`config.mk`:
```
export PLATFORM = sky130hd
export DESIGN_NAME = npi_port_arbiter
export DESIGN_NICKNAME = d
export VERILOG_FILES = /design/src/rtl/npi_port_arbiter.sv
export SDC_FILE = /design/constraint.sdc
export NUM_CORES = 1
export LEC_CHECK = 0
export BUFFER_PORTS_ARGS = -buffer_cell sky130_fd_sc_hd__buf_4
export CORE_AREA = 2 2 210 212
export DETAILED_ROUTE_END_ITERATION = 6
export DIE_AREA = 0 0 212 214
export GPL_ROUTABILITY_DRIVEN = 0
export HOLD_SLACK_MARGIN = 0.08
export PLACE_DENSITY_LB_ADDON = 0.2
export SETUP_SLACK_MARGIN = 0.3
export SLEW_MARGIN = 20
export SYNTH_ARGS = -nofsm -noshare
export SYNTH_HDL_FRONTEND = slang
export SYNTH_SLANG_ARGS = --single-unit
```
`constraint.sdc`:
```
create_clock -name FSL_Clk -period 5.6 [get_ports FSL_Clk]
set_input_delay 0.56 -clock FSL_Clk [delete_from_list [all_inputs] [get_ports FSL_Clk]]
set_output_delay 0.56 -clock FSL_Clk [all_outputs]
set_load 0.005 [all_outputs]
```
`src/rtl/npi_port_arbiter.sv`:
```
// Two-client round-robin arbiter for a single MPMC NPI port; holds ownership until a read burst drains.
// Optional watchdog enabled by defining NPI_ARB_WATCHDOG_EN.
module npi_port_arbiter #(
    parameter int unsigned C_PI_ADDR_WIDTH = 32,
    parameter int unsigned C_PI_DATA_WIDTH = 64,
    parameter int unsigned C_PI_BE_WIDTH   = 8,
    parameter int unsigned C_TIMEOUT       = 1024
) (
    input  logic                       FSL_Clk,
    input  logic                       FSL_Rst,

    input  logic                       C0_Req,
    output logic                       C0_Gnt,
    output logic                       C0_Done,
    input  logic [C_PI_ADDR_WIDTH-1:0] C0_Addr,
    input  logic                       C0_AddrReq,
    input  logic                       C0_RNW,
    input  logic [3:0]                 C0_Size,
    input  logic [C_PI_DATA_WIDTH-1:0] C0_WrFIFO_Data,
    input  logic [C_PI_BE_WIDTH-1:0]   C0_WrFIFO_BE,
    input  logic                       C0_WrFIFO_Push,
    input  logic                       C0_RdFIFO_Pop,
    output logic [C_PI_DATA_WIDTH-1:0] C0_RdFIFO_Data,
    output logic                       C0_RdFIFO_Empty,

    input  logic                       C1_Req,
    output logic                       C1_Gnt,
    output logic                       C1_Done,
    input  logic [C_PI_ADDR_WIDTH-1:0] C1_Addr,
    input  logic                       C1_AddrReq,
    input  logic                       C1_RNW,
    input  logic [3:0]                 C1_Size,
    input  logic [C_PI_DATA_WIDTH-1:0] C1_WrFIFO_Data,
    input  logic [C_PI_BE_WIDTH-1:0]   C1_WrFIFO_BE,
    input  logic                       C1_WrFIFO_Push,
    input  logic                       C1_RdFIFO_Pop,
    output logic [C_PI_DATA_WIDTH-1:0] C1_RdFIFO_Data,
    output logic                       C1_RdFIFO_Empty,

    output logic [C_PI_ADDR_WIDTH-1:0] XIL_NPI_Addr,
    output logic                       XIL_NPI_AddrReq,
    input  logic                       XIL_NPI_AddrAck,
    output logic                       XIL_NPI_RNW,
    output logic [3:0]                 XIL_NPI_Size,
    output logic [C_PI_DATA_WIDTH-1:0] XIL_NPI_WrFIFO_Data,
    output logic [C_PI_BE_WIDTH-1:0]   XIL_NPI_WrFIFO_BE,
    output logic                       XIL_NPI_WrFIFO_Push,
    input  logic [C_PI_DATA_WIDTH-1:0] XIL_NPI_RdFIFO_Data,
    input  logic                       XIL_NPI_RdFIFO_Empty,
    output logic                       XIL_NPI_RdFIFO_Pop,
    input  logic                       XIL_NPI_InitDone,

    output logic                       Arb_Err
);

    localparam int unsigned SIZE_W = 4;
    localparam int unsigned BEAT_W = 6;

    typedef enum logic [1:0] {
        IDLE    = 2'd0,
        OWN     = 2'd1,
        RDRAIN  = 2'd2,
        RELEASE = 2'd3
    } state_t;

    state_t              state;
    logic                owner;
    logic                rr_ptr;
    logic [BEAT_W-1:0]   beat_cnt;
    logic                lat_rnw;
    logic [SIZE_W-1:0]   lat_size;

    logic                       owned;
    logic                       sel0;
    logic                       sel1;
    logic                       pick;
    logic                       own_req;
    logic [C_PI_ADDR_WIDTH-1:0] own_addr;
    logic                       own_addr_req;
    logic                       own_rnw;
    logic [SIZE_W-1:0]          own_size;
    logic [C_PI_DATA_WIDTH-1:0] own_wr_data;
    logic [C_PI_BE_WIDTH-1:0]   own_wr_be;
    logic                       own_wr_push;
    logic                       own_rd_pop;
    logic                       addr_hs;
    logic                       valid_pop;
    logic                       wd_expire;

    // 64-bit beats per NPI size code; unsupported codes count as a single beat.
    function automatic logic [BEAT_W-1:0] size_beats(input logic [SIZE_W-1:0] size);
        case (size)
            4'd0:    size_beats = 6'd1;
            4'd1:    size_beats = 6'd2;
            4'd2:    size_beats = 6'd4;
            4'd3:    size_beats = 6'd8;
            4'd4:    size_beats = 6'd16;
            4'd5:    size_beats = 6'd32;
            default: size_beats = 6'd1;
        endcase
    endfunction

    assign owned = (state == OWN) || (state == RDRAIN);
    assign sel0  = owned && !owner;
    assign sel1  = owned && owner;

    // Pointer only matters when both request; a lone requester always wins.
    assign pick = (C0_Req && C1_Req) ? rr_ptr : C1_Req;

    assign own_req      = owner ? C1_Req         : C0_Req;
    assign own_addr     = owner ? C1_Addr        : C0_Addr;
    assign own_addr_req = owner ? C1_AddrReq     : C0_AddrReq;
    assign own_rnw      = owner ? C1_RNW         : C0_RNW;
    assign own_size     = owner ? C1_Size        : C0_Size;
    assign own_wr_data  = owner ? C1_WrFIFO_Data : C0_WrFIFO_Data;
    assign own_wr_be    = owner ? C1_WrFIFO_BE   : C0_WrFIFO_BE;
    assign own_wr_push  = owner ? C1_WrFIFO_Push : C0_WrFIFO_Push;
    assign own_rd_pop   = owner ? C1_RdFIFO_Pop  : C0_RdFIFO_Pop;

    // During the drain the port shows the command already accepted, and no new address phase is allowed.
    assign XIL_NPI_Addr        = owned ? own_addr : '0;
    assign XIL_NPI_AddrReq     = (state == OWN) && own_addr_req;
    assign XIL_NPI_RNW         = (state == OWN) ? own_rnw  : ((state == RDRAIN) && lat_rnw);
    assign XIL_NPI_Size        = (state == OWN) ? own_size : ((state == RDRAIN) ? lat_size : '0);
    assign XIL_NPI_WrFIFO_Data = owned ? own_wr_data : '0;
    assign XIL_NPI_WrFIFO_BE   = owned ? own_wr_be   : '0;
    assign XIL_NPI_WrFIFO_Push = owned && own_wr_push;
    assign XIL_NPI_RdFIFO_Pop  = owned && own_rd_pop;

    assign C0_RdFIFO_Data  = sel0 ? XIL_NPI_RdFIFO_Data : '0;
    assign C1_RdFIFO_Data  = sel1 ? XIL_NPI_RdFIFO_Data : '0;
    assign C0_RdFIFO_Empty = owned && (sel0 ? XIL_NPI_RdFIFO_Empty : 1'b1);
    assign C1_RdFIFO_Empty = owned && (sel1 ? XIL_NPI_RdFIFO_Empty : 1'b1);

    assign addr_hs   = XIL_NPI_AddrReq && XIL_NPI_AddrAck;
    assign valid_pop = XIL_NPI_RdFIFO_Pop && !XIL_NPI_RdFIFO_Empty;

`ifdef NPI_ARB_WATCHDOG_EN
    localparam int unsigned WD_W = $clog2(C_TIMEOUT + 1);

    logic [WD_W-1:0] wd_cnt;

    // Expires when an owned cycle without progress would make the count reach the limit.
    assign wd_expire = owned && !addr_hs && !valid_pop
                       && (wd_cnt == WD_W'(C_TIMEOUT - 1));

    always_ff @(posedge FSL_Clk or posedge FSL_Rst) begin
        if (FSL_Rst) begin
            wd_cnt  <= '0;
            Arb_Err <= 1'b0;
        end else begin
            if (!owned || addr_hs || valid_pop || wd_expire) begin
                wd_cnt <= '0;
            end else begin
                wd_cnt <= wd_cnt + WD_W'(1);
            end
            if (wd_expire) begin
                Arb_Err <= 1'b1;
            end
        end
    end
`else
    logic [31:0] unused_timeout;

    assign unused_timeout = 32'(C_TIMEOUT);
    assign wd_expire      = 1'b0;
    assign Arb_Err        = 1'b0;
`endif

    // Ownership FSM; grants and done pulses are registered.
    always_ff @(posedge FSL_Clk or posedge FSL_Rst) begin
        if (FSL_Rst) begin
            state    <= IDLE;
            owner    <= 1'b0;
            rr_ptr   <= 1'b0;
            beat_cnt <= '0;
            lat_rnw  <= 1'b0;
            lat_size <= '0;
            C0_Gnt   <= 1'b0;
            C1_Gnt   <= 1'b0;
            C0_Done  <= 1'b0;
            C1_Done  <= 1'b0;
        end else begin
            C0_Done <= 1'b0;
            C1_Done <= 1'b0;
            case (state)
                IDLE: begin
                    if (XIL_NPI_InitDone && (C0_Req || C1_Req)) begin
                        owner  <= pick;
                        rr_ptr <= !pick;
                        C0_Gnt <= !pick;
                        C1_Gnt <= pick;
                        state  <= OWN;
                    end
                end
                OWN: begin
                    if (wd_expire) begin
                        C0_Gnt <= 1'b0;
                        C1_Gnt <= 1'b0;
                        state  <= IDLE;
                    end else if (addr_hs) begin
                        lat_rnw  <= own_rnw;
                        lat_size <= own_size;
                        if (own_rnw) begin
                            beat_cnt <= size_beats(own_size);
                            state    <= RDRAIN;
                        end else begin
                            C0_Done <= !owner;
                            C1_Done <= owner;
                            C0_Gnt  <= 1'b0;
                            C1_Gnt  <= 1'b0;
                            state   <= RELEASE;
                        end
                    end else if (!own_req) begin
                        C0_Gnt <= 1'b0;
                        C1_Gnt <= 1'b0;
                        state  <= RELEASE;
                    end
                end
                RDRAIN: begin
                    if (wd_expire) begin
                        C0_Gnt <= 1'b0;
                        C1_Gnt <= 1'b0;
                        state  <= IDLE;
                    end else if (valid_pop) begin
                        if (beat_cnt == BEAT_W'(1)) begin
                            C0_Done <= !owner;
                            C1_Done <= owner;
                            C0_Gnt  <= 1'b0;
                            C1_Gnt  <= 1'b0;
                            state   <= RELEASE;
                        end else begin
                            beat_cnt <= beat_cnt - BEAT_W'(1);
                        end
                    end
                end
                RELEASE: begin
                    state <= IDLE;
                end
                default: begin
                    state <= IDLE;
                end
            endcase
        end
    end

endmodule
```
Yosys cells after proc, flatten, opt, wreduce, memory -nomap -nowiden
Cells that the tools add are included.

word-level totals
  input port bits = 295
  bits in registers = 19
  bits in writable memories = 0
  memory bits (read-only) = 0
  output and inout port bits = 247
  memories = 0
  logic and storage cells = 105
  latch bits = 0

operators by class
  muxes and demuxes = 52
  magnitude comparators = 0
  shifts and indexed selects = 0
  eq/ne operators = 17
  reduce and logical (&&, ||, !) cells = 25
  $mul = 0
  divide/modulo/power cells = 0
  add/sub/neg operators = 1
  bitwise gates (word level) = 0

operator list
  operator               number
  $mux W64               4
  $mux W32               2
  $pmux W6 S5            1
  $mux W1                25
  $mux W6                4
  $mux W8                2
  $logic_and A1 B1 Y1    12
  $mux W4                3
  $pmux W6 S2            1
  $mux W2                5
  $ne A2 B2 Y1 const B   5
  $eq A4 B2 Y1 const B   2
  $eq A4 B3 Y1 const B   2
  $pmux W2 S4            1
  $eq A6 B1 Y1 const B   1
  $ne A3 B3 Y1 const B   2
  $pmux W1 S3            2
  $reduce_and A6 Y1      1
  $sub A6 B1 Y6 const B  1
  $reduce_and A5 Y1      1
  $eq A2 B2 Y1 const B   2
  $eq A4 B1 Y1 const B   1
  $pmux W1 S2            2
  $reduce_and A2 Y1      2
  other kinds (8)        11

Depth between registers and ports, before layout
  word-level depth = 6
  mapped depth = 8

Worst setup path before layout
OpenSTA, ideal clock, no wires.

  path kind = register -> output
  start point = register state[0]
  end point = output port C0_RdFIFO_Data[10]
  data required time = 5.040 ns
  arrival time = 1.586 ns
  buffers on the path = 2
  setup slack = 3.454 ns
  cell stages (with the launch flop) = 7
  path through = dfrtp_1 inv_1 ha_1 nor2b_1 clkbuf_1 clkbuf_1 and2_1

between the ends
  cells in the longest elaborated chain, start to end = 4
  elaborated cells on any way between the ends = 5
  those cells by class = eq/ne (2); mux (1); reduce/logical (2)

ends and longest elaborated chain
  what                                          line  text
  start: declaration                            66    state_t state;
  start signal: assignment                      173   state <= IDLE;
  start signal: assignment                      193   state <= OWN;
  start signal: assignment                      200   state <= IDLE;
  $eq A2 B1 Y1 or $eq A2 B2 Y1 (tied branches)  103   assign owned = (state == OWN) || (state == RDRAIN);
  $logic_or A1 B1 Y1 (*)                        103
  $logic_and A1 B1 Y1 (*)                       104   assign sel0 = owned && !owner;
  $mux W64 (*)                                  130   assign C0_RdFIFO_Data = sel0 ? XIL_NPI_RdFIFO_Data : '0;
  end: declaration                              23    output logic [C_PI_DATA_WIDTH-1:0] C0_RdFIFO_Data,

Every way passes the cells marked *; elsewhere a longest branch is shown, timed or not.

Worst setup path in the final report
  start point = register state[0]
  end point = output port XIL_NPI_WrFIFO_Data[5]

between the ends
  cells in the longest elaborated chain, start to end = 3
  elaborated cells on any way between the ends = 4
  those cells by class = eq/ne (2); mux (1); reduce/logical (1)

ends and longest elaborated chain
  what                                          line  text
  $eq A2 B1 Y1 or $eq A2 B2 Y1 (tied branches)  103
  $logic_or A1 B1 Y1 (*)                        103
  $mux W64 (*)                                  125   assign XIL_NPI_WrFIFO_Data = owned ? own_wr_data : '0;
  end: declaration                              45    output logic [C_PI_DATA_WIDTH-1:0] XIL_NPI_WrFIFO_Data,

Marked as above.

==> impl_metrics.py <==
metrics = {
    "outcome": {
        "status": "completed",
    },
    "sta": {
        "hold_violations": 0,
        "hold_ws_ps": 464,
        "fmax_mhz": 280,
        "rsz0062_at_grt": "false",
        "tightest_slew_ps": 823,
        "relSlewSlack": 0.451,
        "finalCriticalPeriod_ps": 3580,
        "tns_ps": 0,
        "post-route-period-util": 0.639,
        "drv_slew": 0,
        "finalSetupViolCount": 0,
        "skew_ps": 7.66,
    },
    "synthesis": {
        "synth_top_area_share": 0.263,
        "synth_top_family_by_area": "simple AND/OR/NAND/NOR gates",
        "synthMuxAreaShare": 0.301,
        "synth_compound_area_frac": 0.0718,
        "synth_cell_type_count": 50,
        "synth_fp_nets": 835,
        "synth_edf_count": 0,
        "netlist_area_um2": 4080,
        "synth_cells": 533,
        "synth_ff_type": "dfrtp_1",
        "synthXorXnorAreaFrac": 0,
        "synth_largest_area_cell": "mux2i_1",
        "synthSimpleGateAreaFrac": 0.425,
        "synth-async-reset-ratio": 1.00,
        "synth_area_leaders": "mux2i_1, nor2b_1, dfrtp_1",
        "ys_seq_area_frac": 0.117,
        "synthAdderAreaFrac": 0.0215,
        "yosys_warnings": 0,
        "synth_seq_cells": 19,
        "syn_avg_cell_area_um2": 7.65,
    },
    "cts": {
        "htreeDepth": 1,
        "cts-root-buf": "clkbuf_16",
        "postCtsSetupBuffers": 0,
        "cts_max_path_buffers": 2,
        "cts-resized-gates": 0,
        "clock_sinks": 19,
        "clk_pin_slew_worst_paths_ps": 60,
        "clock_latency_ps": 260,
        "hold_buffers": 0,
        "cts_buffers": 3,
        "cts_tree": "yes",
    },
    "power": {
        "powerDensity_nw_per_um2": 496,
        "power_w": 0.00437,
        "ir_drop_uv": 265,
        "power.leakage_nw": 4.69,
    },
    "setup_path": {
        "required_ps": 5040,
        "max_stage_delay_ps": 630,
        "reg2regPathDepth": 8,
        "r2r_slack_ps": 2350,
        "critPathKind": "reg -> out",
        "cp_cell_sequence": "inv_1 > ha_4 > buf_4 > buf_4 > nor2b_1 > buf_4",
        "crit_top_cell": "buf_4",
        "slowest_stage": "ha_4",
        "critical_path_arrival_ps": 3020,
        "critPathCaptureType": "output port",
        "start_kind": "flip-flop",
        "path_max_fanout": 62,
    },
    "drt": {
        "firstDrtPassIters": 4,
        "wirelength_um": 28200,
        "via_count": 5738,
        "postRouteAntennaNets": 0,
        "drc": 0,
        "viasPerCell": 3.54,
        "wl_per_cell_um": 17.3,
        "first_iter_violations": 278,
    },
    "global_route": {
        "grt_usage": 0.113,
        "grt_antenna_before_repair": 9,
        "grt-ovfl-total": 0,
        "grt_max_degree": 81,
        "grt_first_pass_wirelength_um": 38700,
        "grt_pass1_vias": 5748,
    },
    "final_layout": {
        "design_area_um2": 8810,
        "largest_reg_flops": 6,
        "layout_commonest_cell": "buf_4",
        "top_register": "beat_cnt",
        "final_util": 0.205,
        "drive_gt1_frac": 0.552,
        "area_growth_pct": 116,
        "nets": 1334,
        "largestRegisters": "beat_cnt (6), lat_size (4), state (2)",
        "final_cell_mix": "buf_4, nor2b_1, mux2i_1",
    },
    "die": {
        "num_io_pins": 542,
        "initial_utilization": 0.0950,
        "core.rowCount": 76,
        "coreArea_um2": 42900,
        "die_w_um": 212,
        "die-area_um2": 45400,
        "die_height_um": 214,
    },
    "placement": {
        "hpwl_um": 23600,
        "port-buffer-count": 540,
        "post_dp_cell_area_um2": 8710,
    },
    "hold_path": {
        "min-delay-path-class": "in -> async",
    },
    "flow_run": {
        "maxCapViolCount": 0,
    },
}
[cells in the mapped netlist, types with 2 or more instances]
cell type and instances:
a22o_1 3, nand2_1 14, buf_2 11, a21oi_1 2, o21a_1 2, and2_1 64, ha_1 7, dfrtp_1 19
nand2b_1 2, a31oi_1 5, inv_1 10, nor2_1 14, mux2i_1 107, o21ai_0 13, clkbuf_1 37, mux2_4 2
and3_1 65, buf_4 2, nor3_1 3, a41oi_1 2, nor2b_1 110, o31ai_1 2, mux2_2 10
[stage by stage]
step	std cells	setup WS, ps
after floorplan	533	3450
after global placement	1612	2220
after detailed placement	1612	2190
after CTS	1616	1940
after global routing	1620	1770
final	1623	2020
[final cells by class]
class | instances | area [um^2]
Inverter | 10 | 37.5
Tap cell | 585 | 732
Antenna cell | 7 | 17.5
Fill cell | 4807 | 34100
Sequential cell | 19 | 479
Timing Repair Buffer | 545 | 4100
Clock buffer | 4 | 78.8
Multi-Input combinational cell | 453 | 3360
[worst max-delay path, delay by kind of cell (launching register included)]
| family | cells | cell delay, ps |
|---|---|---|
| flops | 1 | 410 |
| fa+ha+maj | 1 | 630 |
| buf+inv | 4 | 1370 |
| simple gates | 1 | 290 |
[kinds of logic after synthesis]
kind of cell    after synthesis
simple gates                283
buf+inv                      61
compound gates               42
other cells                   1
flops                        19
mux                         120
fa+ha+maj                     7
[power by group]
part	switching, W	internal, W
Combinational	0.00177	0.00213
Clock	0.0000604	0.0000972
Sequential	0.000117	0.000193
[worst paths after layout]
kind	start	end
min	FSL_Rst	beat_cnt[4]
max reg2reg	state[0]	C0_Gnt
max	state[0]	XIL_NPI_WrFIFO_Data[5]
max in group asynchronous	FSL_Rst	owner
min in group FSL_Clk	lat_rnw	lat_rnw
min reg2reg	lat_rnw	lat_rnw
[layer usage]
| layer | global-route usage | share of wire | vias to the layer above |
|---|---|---|---|
| met3 | 0.0195 | 0.066 | 18 |
| met2 | 0.224 | 0.54 | 251 |
| li1 | - | - | 2830 |
| met4 | 0.0268 | 0.014 | 0 |
| met1 | 0.123 | 0.37 | 2639 |
| met5 | 0 | 0 | - |
Note: power is estimated with default switching activity, not from simulation.
